## src/rtl/mavg_pkg.sv

```systemverilog
//----------------------------------------------------------------------------
// Module : mavg_pkg
// Brief  : Shared widths, types and rounding helper for the moving-average
//          channel scheduler.
// Rev    : 1.0
//----------------------------------------------------------------------------
`default_nettype none

package mavg_pkg;

    localparam int TAPS     = 4;
    localparam int SAMPLE_W = 8;
    localparam int SUM_W    = 10;
    localparam int ROUND    = 2;
    localparam int SHIFT    = $clog2(TAPS);

    typedef logic [SAMPLE_W-1:0] sample_t;
    typedef logic [SUM_W-1:0]    sum_t;
    // Element 0 is the most recent stored sample.
    typedef sample_t [TAPS-2:0]  hist_t;

    function automatic sample_t round_avg(input sum_t s);
        sum_t t;
        t = s + sum_t'(ROUND);
        return t[SHIFT +: SAMPLE_W];
    endfunction

endpackage

`default_nettype wire

```

## src/rtl/mavg_channel_scheduler_rr_arbiter.sv

```systemverilog
//----------------------------------------------------------------------------
// Module : rr_arbiter
// Brief  : Combinational rotating-priority arbiter; ptr holds top priority.
// Rev    : 1.0
//----------------------------------------------------------------------------
`default_nettype none

module rr_arbiter #(
    parameter int N  = 4,
    parameter int CW = 2
) (
    input  logic [N-1:0]  req,
    input  logic          en,
    input  logic [CW-1:0] ptr,
    output logic [N-1:0]  grant,
    output logic [CW-1:0] idx
);

    logic [CW:0] w_pos;

    // Scan from farthest to nearest so the nearest requester wins last.
    always_comb begin
        grant = '0;
        idx   = '0;
        w_pos = '0;
        for (int k = N - 1; k >= 0; k--) begin
            w_pos = {1'b0, ptr} + (CW+1)'(k);
            if (w_pos >= (CW+1)'(N)) begin
                w_pos = w_pos - (CW+1)'(N);
            end
            if (en && req[w_pos[CW-1:0]]) begin
                grant                 = '0;
                grant[w_pos[CW-1:0]]  = 1'b1;
                idx                   = w_pos[CW-1:0];
            end
        end
    end

endmodule

`default_nettype wire

```

## src/rtl/mavg_channel_scheduler.sv

```systemverilog
//----------------------------------------------------------------------------
// Module : mavg_channel_scheduler
// Brief  : One shared 4-tap rounded moving average, round-robin time-shared
//          among N channels. Optional MAVG_WARMUP_EN suppresses output until
//          a channel has three stored samples.
// Rev    : 1.0
//----------------------------------------------------------------------------
`default_nettype none

module mavg_channel_scheduler
    import mavg_pkg::*;
#(
    parameter int N  = 4,
    parameter int CW = 2
) (
    input  logic            ck,
    input  logic            r,
    input  logic [N-1:0]    req,
    input  logic [N*8-1:0]  x,
    input  logic [N-1:0]    clr,
    output logic [N-1:0]    ack,
    output logic [7:0]      y,
    output logic [CW-1:0]   y_ch,
    output logic            y_valid,
    input  logic            y_ready
);

    logic [CW-1:0] r_ptr;
    hist_t         r_hist [N];
    sample_t       r_y;
    logic [CW-1:0] r_ych;
    logic          r_yv;

    logic          w_en;
    logic [N-1:0]  w_grant;
    logic [CW-1:0] w_gidx;
    logic          w_xfer;
    logic          w_emit;
    sample_t       w_xg;
    hist_t         w_hg;
    logic          w_clr_g;
    sum_t          w_sum;
    sample_t       w_avg;

    assign w_en = (~r_yv | y_ready) & ~r;

    rr_arbiter #(.N(N), .CW(CW)) u_arb (
        .req   (req),
        .en    (w_en),
        .ptr   (r_ptr),
        .grant (w_grant),
        .idx   (w_gidx)
    );

    assign ack    = w_grant;
    assign w_xfer = |w_grant;

    always_comb begin
        w_xg    = '0;
        w_hg    = '0;
        w_clr_g = 1'b0;
        for (int i = 0; i < N; i++) begin
            if (w_gidx == CW'(i)) begin
                w_xg    = x[i*SAMPLE_W +: SAMPLE_W];
                w_hg    = r_hist[i];
                w_clr_g = clr[i];
            end
        end
    end

    // A same-edge clear makes the window see an all-zero history.
    always_comb begin
        w_sum = sum_t'(w_xg);
        if (!w_clr_g) begin
            for (int t = 0; t < TAPS - 1; t++) begin
                w_sum = w_sum + sum_t'(w_hg[t]);
            end
        end
    end

    assign w_avg = round_avg(w_sum);

`ifdef MAVG_WARMUP_EN
    logic [1:0] r_fill [N];
    logic [1:0] w_fill_g;

    always_comb begin
        w_fill_g = '0;
        for (int i = 0; i < N; i++) begin
            if (w_gidx == CW'(i)) begin
                w_fill_g = r_fill[i];
            end
        end
    end

    assign w_emit = w_xfer & ~w_clr_g & (w_fill_g == 2'd3);

    always_ff @(posedge ck or posedge r) begin
        if (r) begin
            for (int i = 0; i < N; i++) begin
                r_fill[i] <= 2'd0;
            end
        end else begin
            for (int i = 0; i < N; i++) begin
                if (w_grant[i]) begin
                    if (clr[i]) begin
                        r_fill[i] <= 2'd1;
                    end else if (r_fill[i] != 2'd3) begin
                        r_fill[i] <= r_fill[i] + 2'd1;
                    end
                end else if (clr[i]) begin
                    r_fill[i] <= 2'd0;
                end
            end
        end
    end
`else
    assign w_emit = w_xfer;
`endif

    always_ff @(posedge ck or posedge r) begin
        if (r) begin
            for (int i = 0; i < N; i++) begin
                r_hist[i] <= '0;
            end
        end else begin
            for (int i = 0; i < N; i++) begin
                if (w_grant[i]) begin
                    r_hist[i] <= clr[i] ? hist_t'(x[i*SAMPLE_W +: SAMPLE_W])
                                        : {r_hist[i][TAPS-3:0], x[i*SAMPLE_W +: SAMPLE_W]};
                end else if (clr[i]) begin
                    r_hist[i] <= '0;
                end
            end
        end
    end

    always_ff @(posedge ck or posedge r) begin
        if (r) begin
            r_ptr <= '0;
            r_y   <= '0;
            r_ych <= '0;
            r_yv  <= 1'b0;
        end else begin
            if (w_xfer) begin
                r_ptr <= (w_gidx == CW'(N - 1)) ? '0 : w_gidx + CW'(1);
            end
            if (w_emit) begin
                r_y   <= w_avg;
                r_ych <= w_gidx;
                r_yv  <= 1'b1;
            end else if (y_ready) begin
                r_yv  <= 1'b0;
            end
        end
    end

    assign y       = r_y;
    assign y_ch    = r_ych;
    assign y_valid = r_yv;

endmodule

`default_nettype wire

```

## config.mk

```make
export PLATFORM = sky130hd
export DESIGN_NAME = mavg_channel_scheduler
export DESIGN_NICKNAME = d
export VERILOG_FILES = /design/src/rtl/mavg_pkg.sv /design/src/rtl/mavg_channel_scheduler_rr_arbiter.sv /design/src/rtl/mavg_channel_scheduler.sv
export SDC_FILE = /design/constraint.sdc
export NUM_CORES = 1
export LEC_CHECK = 0
export CELL_PAD_IN_SITES_DETAIL_PLACEMENT = 0
export CELL_PAD_IN_SITES_GLOBAL_PLACEMENT = 1
export CORE_MARGIN = 2
export CORE_UTILIZATION = 37
export CTS_CLUSTER_DIAMETER = 30
export DETAILED_ROUTE_END_ITERATION = 8
export GPL_TIMING_DRIVEN = 0
export PLACE_DENSITY_LB_ADDON = 0.1
export SLEW_MARGIN = 20
export SYNTH_ARGS = -nofsm -noshare
export SYNTH_HDL_FRONTEND = slang
export SYNTH_SLANG_ARGS = --single-unit
```

## constraint.sdc

```tcl
create_clock -name ck -period 9.03 [get_ports ck]
set_input_delay 2.709 -clock ck [delete_from_list [all_inputs] [get_ports ck]]
set_output_delay 2.709 -clock ck [all_outputs]
set_load 0.05 [all_outputs]
```

# After elaboration in Yosys (flattened, before gate mapping)
# Index checks and enable logic that the tools add are counted.
word_totals:
  register_bits: 109
  input_bits: 43
  output_inout_bits: 15
classes:
  n_addsub: 12
  order_cmp: 12
  n_eq_ne: 3
  mux: 56
  bitwise: 4
  reduce_logical: 15
op_table:
  columns: ["cell", "count"]
  rows:
  - ["$mux W24", 16]
  - ["$mux W8", 4]
  - ["$mux W2", 9]
  - ["$mux W4", 4]
  - ["$mux W1", 14]
  - ["$lt A2 B3 Y1 const B", 4]
  - ["$add A10 B2 Y10 const B", 1]
  - ["$add A10 B8 Y10", 1]
  - ["$add A9 B8 Y10", 1]
  - ["$mux W10", 1]
  - ["$reduce_bool A2 Y1", 5]
  - ["$add A8 B8 Y9", 1]
  - ["$ge A3 B3 Y1 const B", 3]
  - ["$bmux W1 S2", 4]
  - ["$demux W1 S2", 4]
  - ["$ge A2 B1 Y1 const B", 4]
  - ["$logic_and A1 B1 Y1", 8]
  - ["$sub A2 B1 Y2 const B", 4]
  - ["$add A2 B2 Y3 const B", 2]
  - ["$eq A2 B2 Y1 const B", 2]
  - ["$reduce_or A4 Y1", 1]
  - ["$add A2 B1 Y3 const B", 1]
  - ["$ge A2 B3 Y1 const B", 1]
  - ["$add A2 B1 Y2 const B", 1]
  - ["5 further kinds", 6]

# Longest topological paths before layout
logic_depth:
  ltp_word: 20
  ltp_mapped: 33
  ltp_nobuf: 30

# Modules after synthesis
# Synthesis repeated with hierarchy kept, for this count alone.
hier_totals:
  cells_unflattened: 827
  hier_area_um2: 7144.4
modules_own_cells:
  columns: ["mod", "n_inst", "cells_each", "area_each_um2", "seq_area_each_um2"]
  rows:
  - ["mavg_channel_scheduler", 1, 750, 6580.1, 2727.6]
  - ["rr_arbiter", 1, 77, 564.3, 0.0]

# Worst setup path before layout
# Ideal clock, no wire load.
synth_path:
  kind: "input -> register"
  startpoint: "in req[2]"
  endpoint: "reg r_y[7], in the netlist y[7]"
  setup_ns: 0.122
  arrival_ns: 8.513
  t_required_ns: 8.908
  slack_ns: 0.395
  path_stages: 30
  n_path_buf: 3
  cell_sequence: "mux2i_1 -> mux2i_2 -> nand2b_1 -> a21oi_1 -> a311o_1 -> inv_1 -> ha_1 -> buf_2 -> clkbuf_1 -> clkbuf_1 -> nor2_1 -> a21oi_1 -> nor2_1 -> a21oi_1 -> o21ai_0 -> fa_1 -> inv_1 -> fa_1 -> inv_1 -> ha_1 -> fa_1 -> nand2_1 -> o21ai_0 -> ha_1 -> inv_1 -> o41ai_4 -> nand4_2 -> o21ai_1 -> or3b_1 -> a32o_1"
synth_between:
  elab_chain_len: 17
  word_cells_on_any_way: 42
  cone_classes: "add/sub (4); eq/ne (3); mux (29); reduce/logical (6)"
synth_lines:
  columns: ["element", "line_no", "rtl"]
  rows:
  - ["start: declaration", "mavg_channel_scheduler.sv:18", "input logic [N-1:0] req,"]
  - ["$bmux W1 S2", "mavg_channel_scheduler_rr_arbiter.sv:31", "if (en && req[w_pos[CW-1:0]]) begin"]
  - ["$mux W1 (implied by the code)", "mavg_channel_scheduler_rr_arbiter.sv:31", null]
  - ["$logic_and A1 B1 Y1", "mavg_channel_scheduler_rr_arbiter.sv:31", null]
  - ["$mux W2 (3 in a row)", "mavg_channel_scheduler_rr_arbiter.sv:31", null]
  - ["$mux W2 *", "mavg_channel_scheduler_rr_arbiter.sv:31", null]
  - ["via u_arb.idx[0]", "mavg_channel_scheduler_rr_arbiter.sv:16", "output logic [CW-1:0] idx"]
  - ["$logic_not A2 Y1", "mavg_channel_scheduler.sv:63", "if (w_gidx == CW'(i)) begin"]
  - ["$mux W8 or $mux W24 (tied branches) (4 in a row)", "mavg_channel_scheduler.sv:63", null]
  - ["$add A8 B8 Y9", "mavg_channel_scheduler.sv:76", "w_sum = w_sum + sum_t'(w_hg[t]);"]
  - ["$add A9 B8 Y10", "mavg_channel_scheduler.sv:76", null]
  - ["$add A10 B8 Y10", "mavg_channel_scheduler.sv:76", null]
  - ["$mux W10 *", "mavg_channel_scheduler.sv:74", "if (!w_clr_g) begin"]
  - ["$add A10 B2 Y10 *", "mavg_pkg.sv:24", "t = s + sum_t'(ROUND);"]
  - ["end signal: assignment", "mavg_channel_scheduler.sv:149", "r_y <= w_avg;"]
  - ["end: declaration", "mavg_channel_scheduler.sv:30", "sample_t r_y;"]
# Mark *: on every way through the listed nets, which the timed path passes. The rest lies on a longest branch. The select of a mux whose other input is x is not followed.
# A chain may end at the register's enable or synchronous reset.

# Final worst setup path
layout_path:
  startpoint: "in y_ready"
  endpoint: "reg r_y[7], in the netlist y[7]"
layout_between:
  elab_chain_len: 17
  word_cells_on_any_way: 36
  cone_classes: "add/sub (4); eq/ne (3); mux (21); bitwise (2); reduce/logical (6)"
layout_lines:
  columns: ["element", "line_no", "rtl"]
  rows:
  - ["start: declaration", "mavg_channel_scheduler.sv:25", "input logic y_ready"]
  - ["$or A1 B1 Y1 *", "mavg_channel_scheduler.sv:45", "assign w_en = (~r_yv | y_ready) & ~r;"]
  - ["$and A1 B1 Y1 *", "mavg_channel_scheduler.sv:45", null]
  - ["$logic_and A1 B1 Y1", "mavg_channel_scheduler_rr_arbiter.sv:31", null]
  - ["$mux W2 (4 in a row)", "mavg_channel_scheduler_rr_arbiter.sv:31", null]
  - ["$logic_not A2 Y1", "mavg_channel_scheduler.sv:63", null]
  - ["$mux W8 or $mux W24 (tied branches) (4 in a row)", "mavg_channel_scheduler.sv:63", null]
  - ["$add A8 B8 Y9", "mavg_channel_scheduler.sv:76", null]
  - ["$add A9 B8 Y10", "mavg_channel_scheduler.sv:76", null]
  - ["$add A10 B8 Y10", "mavg_channel_scheduler.sv:76", null]
  - ["$mux W10", "mavg_channel_scheduler.sv:74", null]
  - ["$add A10 B2 Y10", "mavg_pkg.sv:24", null]
# Mark *: on every way between the ends. The rest lies on a longest branch, timed or not.

==> results by group <==
Placement
  – Cells after DPL: 1112
  – Placer congestion estimate: 0.9012
  – Post-DP Area: 7891 sq um
  – Hpwl dp: 15.78 mm
  – Port Buffers: 57

STA
  – Setup_tns: 0 ns
  – Max-slew headroom: 59.66%
  – Setup violations, final: 0
  – Fmax: 0.1150 GHz
  – Final worst path period need: 8.699 ns
  – Final Slew Violations: 0
  – Worst Skew: 0.01192 ns
  – Fin Hold WS: 0.4827 ns
  – Final Hold Viols: 0
  – Final worst path period share: 96.33%
  – Worst-Margin Slew: 0.6051 ns

Routing
  – Detailed Routing Iterations Pass 1: 5
  – DR WL/cell: 17.82 microns
  – Vias: 5981
  – # DRC: 0
  – Antenna-violating nets left: 0
  – Via density: 5.256
  – Initial DRC count: 309
  – DRT Wirelength: 20.28 mm

Global routing
  – Vias in the first global route: 6339
  – Largest net degree at the start of global routing: 63
  – Initial antenna violation count: 0
  – Total gr overflow: 0
  – First-pass GRT wire length: 33.42 mm
  – GRT Overall Usage: 21.59%

CTS
  – Clk sink count: 109
  – Reg clk slew, reported paths: 0.07 ns
  – Root Buffer: clkbuf_16
  – CTS tree: done
  – Worst-skew pair later-pin latency: 0.37 ns
  – TritonCTS buffer count: 9
  – Hold-fix buffers at CTS: 0
  – Clock tree buffer depth: 2
  – H-tree Lvls: 3

Die
  – Core outline area: 18640 sq um
  – IO Pins: 58
  – Die area: 20020 sq um
  – Starting Density: 37.52%
  – Die Height: 141.5 microns
  – Die Wd: 141.5 microns
  – Row cnt: 50

Yosys
  – Avg Inst Size Synth: 8.531 sq um
  – Syn nets: 900
  – Synth Register Bits: 109
  – Register area share after synthesis: 38.99%
  – Mapped cell area: 6995 sq um
  – Yosys warning count: 0
  – Number of cells produced by synthesis: 820
  – Post-synth ARST share: 100.0%
  – Synth cell types: 60
  – Post-synth EDFFs: 0
  – Most used DFF post-synth: dfrtp_1

Worst setup path
  – CP Max Fanout: 10
  – Startpoint Class: primary input
  – Critical path class: in -> reg
  – Crit Reg-Reg Startpoint: r_ptr[0]
  – Worst R2R Path Depth: 29
  – Worst path max stage delay: 0.59 ns
  – WP data arrival: 8.95 ns
  – Most Frequent Cell on Critical Path: inv_1
  – WP data required: 9.28 ns
  – Worst reg2reg setup slack: 1.70 ns
  – Crit. End Element: register
  – Worst path slowest cell: fa_2
  – Reg2reg end: y[7]

Final layout
  – Fin util: 44.76%
  – Final Non-Filler Cells: 1138
  – Layout cells sized above 1: 9.071%
  – Nets: 979
  – Final Cell Area: 8344 sq um
  – Area Overhead vs Synth: 19.28%
  – Antenna Cells: 0

Worst hold path
  – Worst hold path type: reg -> reg
  – Min-delay src: y[0]
  – WHS Endpoint: y[0]
  – Hold Path Stages: 2

Power
  – Leak: 4.316 nW
  – Worst ir drop on vdd: 0.1590 mV
  – Pwr dens: 280.9 nW/um^2

Status
  – Outcome: completed

Flow run
  – Max Cap Viol: 0
## worst max path at each step
stage,start,endpoint,slack [ns],cells after the start
floorplan,req[2],y[7],0.40,30
global placement,req[3],y[7],-1.12,31
finish,y_ready,y[7],0.33,27
CTS,req[1],y[7],0.007,30
global route,y_ready,y[7],-0.02,27
detailed placement,req[3],y[7],-1.24,31
## synthesized netlist by cell type (2+ instances only)
cell type | number | share of area (%)
a22oi_1 | 3 | 0.32
o21ai_0 | 59 | 4.2
nor3_1 | 3 | 0.21
xnor2_1 | 5 | 0.63
dfrtp_1 | 109 | 39
buf_4 | 2 | 0.21
and3b_1 | 2 | 0.25
o21a_1 | 7 | 0.75
a31oi_1 | 2 | 0.18
o22ai_1 | 2 | 0.18
a21o_1 | 3 | 0.32
a211oi_1 | 4 | 0.43
o221a_2 | 4 | 0.64
nand2b_1 | 2 | 0.18
inv_1 | 73 | 3.9
nor4b_2 | 2 | 0.43
ha_1 | 21 | 3.8
nand2_1 | 87 | 4.7
buf_1 | 8 | 0.43
clkbuf_1 | 25 | 1.3
nand3_1 | 4 | 0.29
o211ai_1 | 3 | 0.32
mux2i_1 | 68 | 9.7
xor2_1 | 2 | 0.25
nand3b_1 | 33 | 3.5
nor2b_1 | 2 | 0.18
mux2i_2 | 3 | 0.59
o221ai_1 | 3 | 0.38
nor2_1 | 139 | 7.5
a21oi_1 | 79 | 5.7
buf_2 | 17 | 1.2
fa_1 | 16 | 4.6
## cells by family (layout without fill, tap and decap cells)
family	after synthesis	in the layout	share of synthesized area (%)
AO/OA/AOI/OAI	188	188	16.13
buffers and inverters	125	209	7.118
adder cells (fa/ha/maj)	37	37	8.335
multiplexers	71	71	10.32
XOR/XNOR	7	7	0.8764
AND/OR/NAND/NOR	283	283	18.23
flip-flops	109	109	38.99
## state kept, by name (all words and copies together), names as in the netlist
register,flops
y,8
y_ch,2
y_valid,1
r_ptr,2
r_hist,96
## where the power goes
part	switching (mW)	total, mW	internal (mW)
logic	0.828	1.32	0.494
clock network	0.202	0.394	0.192
registers	0.0621	0.627	0.565
## through the flow
stage / setup slack, ns / power (mW)
6_report: 0.3313 / 2.344
5_1_grt: -0.02103 / 2.529
4_1_cts: 0.006773 / 2.336
3_5_place_dp: -1.239 / 1.906
3_3_place_gp: -1.123 / 1.882
2_1_floorplan: 0.3952 / 1.541
## timing repair
item,4_1_cts,5_1_grt
hold endpoints to repair,0,0
buffers inserted,3,8
pin swaps,1,4
endpoints found under the setup margin,5,3
resized for setup,22,19
gates cloned,0,0
## critical path: cells and delay by family
kind / cells / cell delay, ns
and+or+nand+nor: 3 / 0.61
adders and majority gates: 6 / 2.32
AOI/OAI and AO/OA: 10 / 2.10
buffers and inverters: 8 / 1.21
## cell usage in the layout (no fill, tap or decap), drive strengths merged, types with 2 or more instances in the layout
cell type and n:
nor2 139, dfrtp 109, nand2 87, a21oi 79, inv 76, mux2i 71
o21ai 60, clkdlybuf4s50 52, buf 40, clkbuf 35, nand3b 33, ha 21
fa 16, o21a 7, xnor2 5, o221a 4, a211oi 4, nand3 4
dlymetal6s2s 4, a21o 3, o221ai 3, o211ai 3, nor3 3, o22ai 3
a22oi 3, nand2b 2, xor2 2, and3b 2, nor2b 2, a31oi 2
nor4b 2, nand4 2, or2 2, clkinv 2
## layer usage
layer | global-route usage (%) | up-vias | part of all wire, % | routed length (microns)
li1 | - | 2903 | - | -
met1 | 29.71 | 2936 | 47 | 9580
met2 | 35.56 | 122 | 47 | 9532
met3 | 3.172 | 20 | 4.0 | 804
met4 | 6.316 | 0 | 1.8 | 359
met5 | 0 | - | 0 | 0
## cell type report
| type | count | area (sq um) |
|---|---|---|
| plain buffers | 51 | 252.7 |
| clock buffers | 11 | 232.7 |
| clock inverters | 5 | 42.54 |
| fillers | 1883 | 10300 |
| inverters | 73 | 279.0 |
| multi-input cells | 586 | 3831 |
| flip-flops and latches | 109 | 2728 |
| well taps | 234 | 292.8 |
| repair buffers | 69 | 685.7 |
No activity file was read; power rests on OpenSTA's default activity.
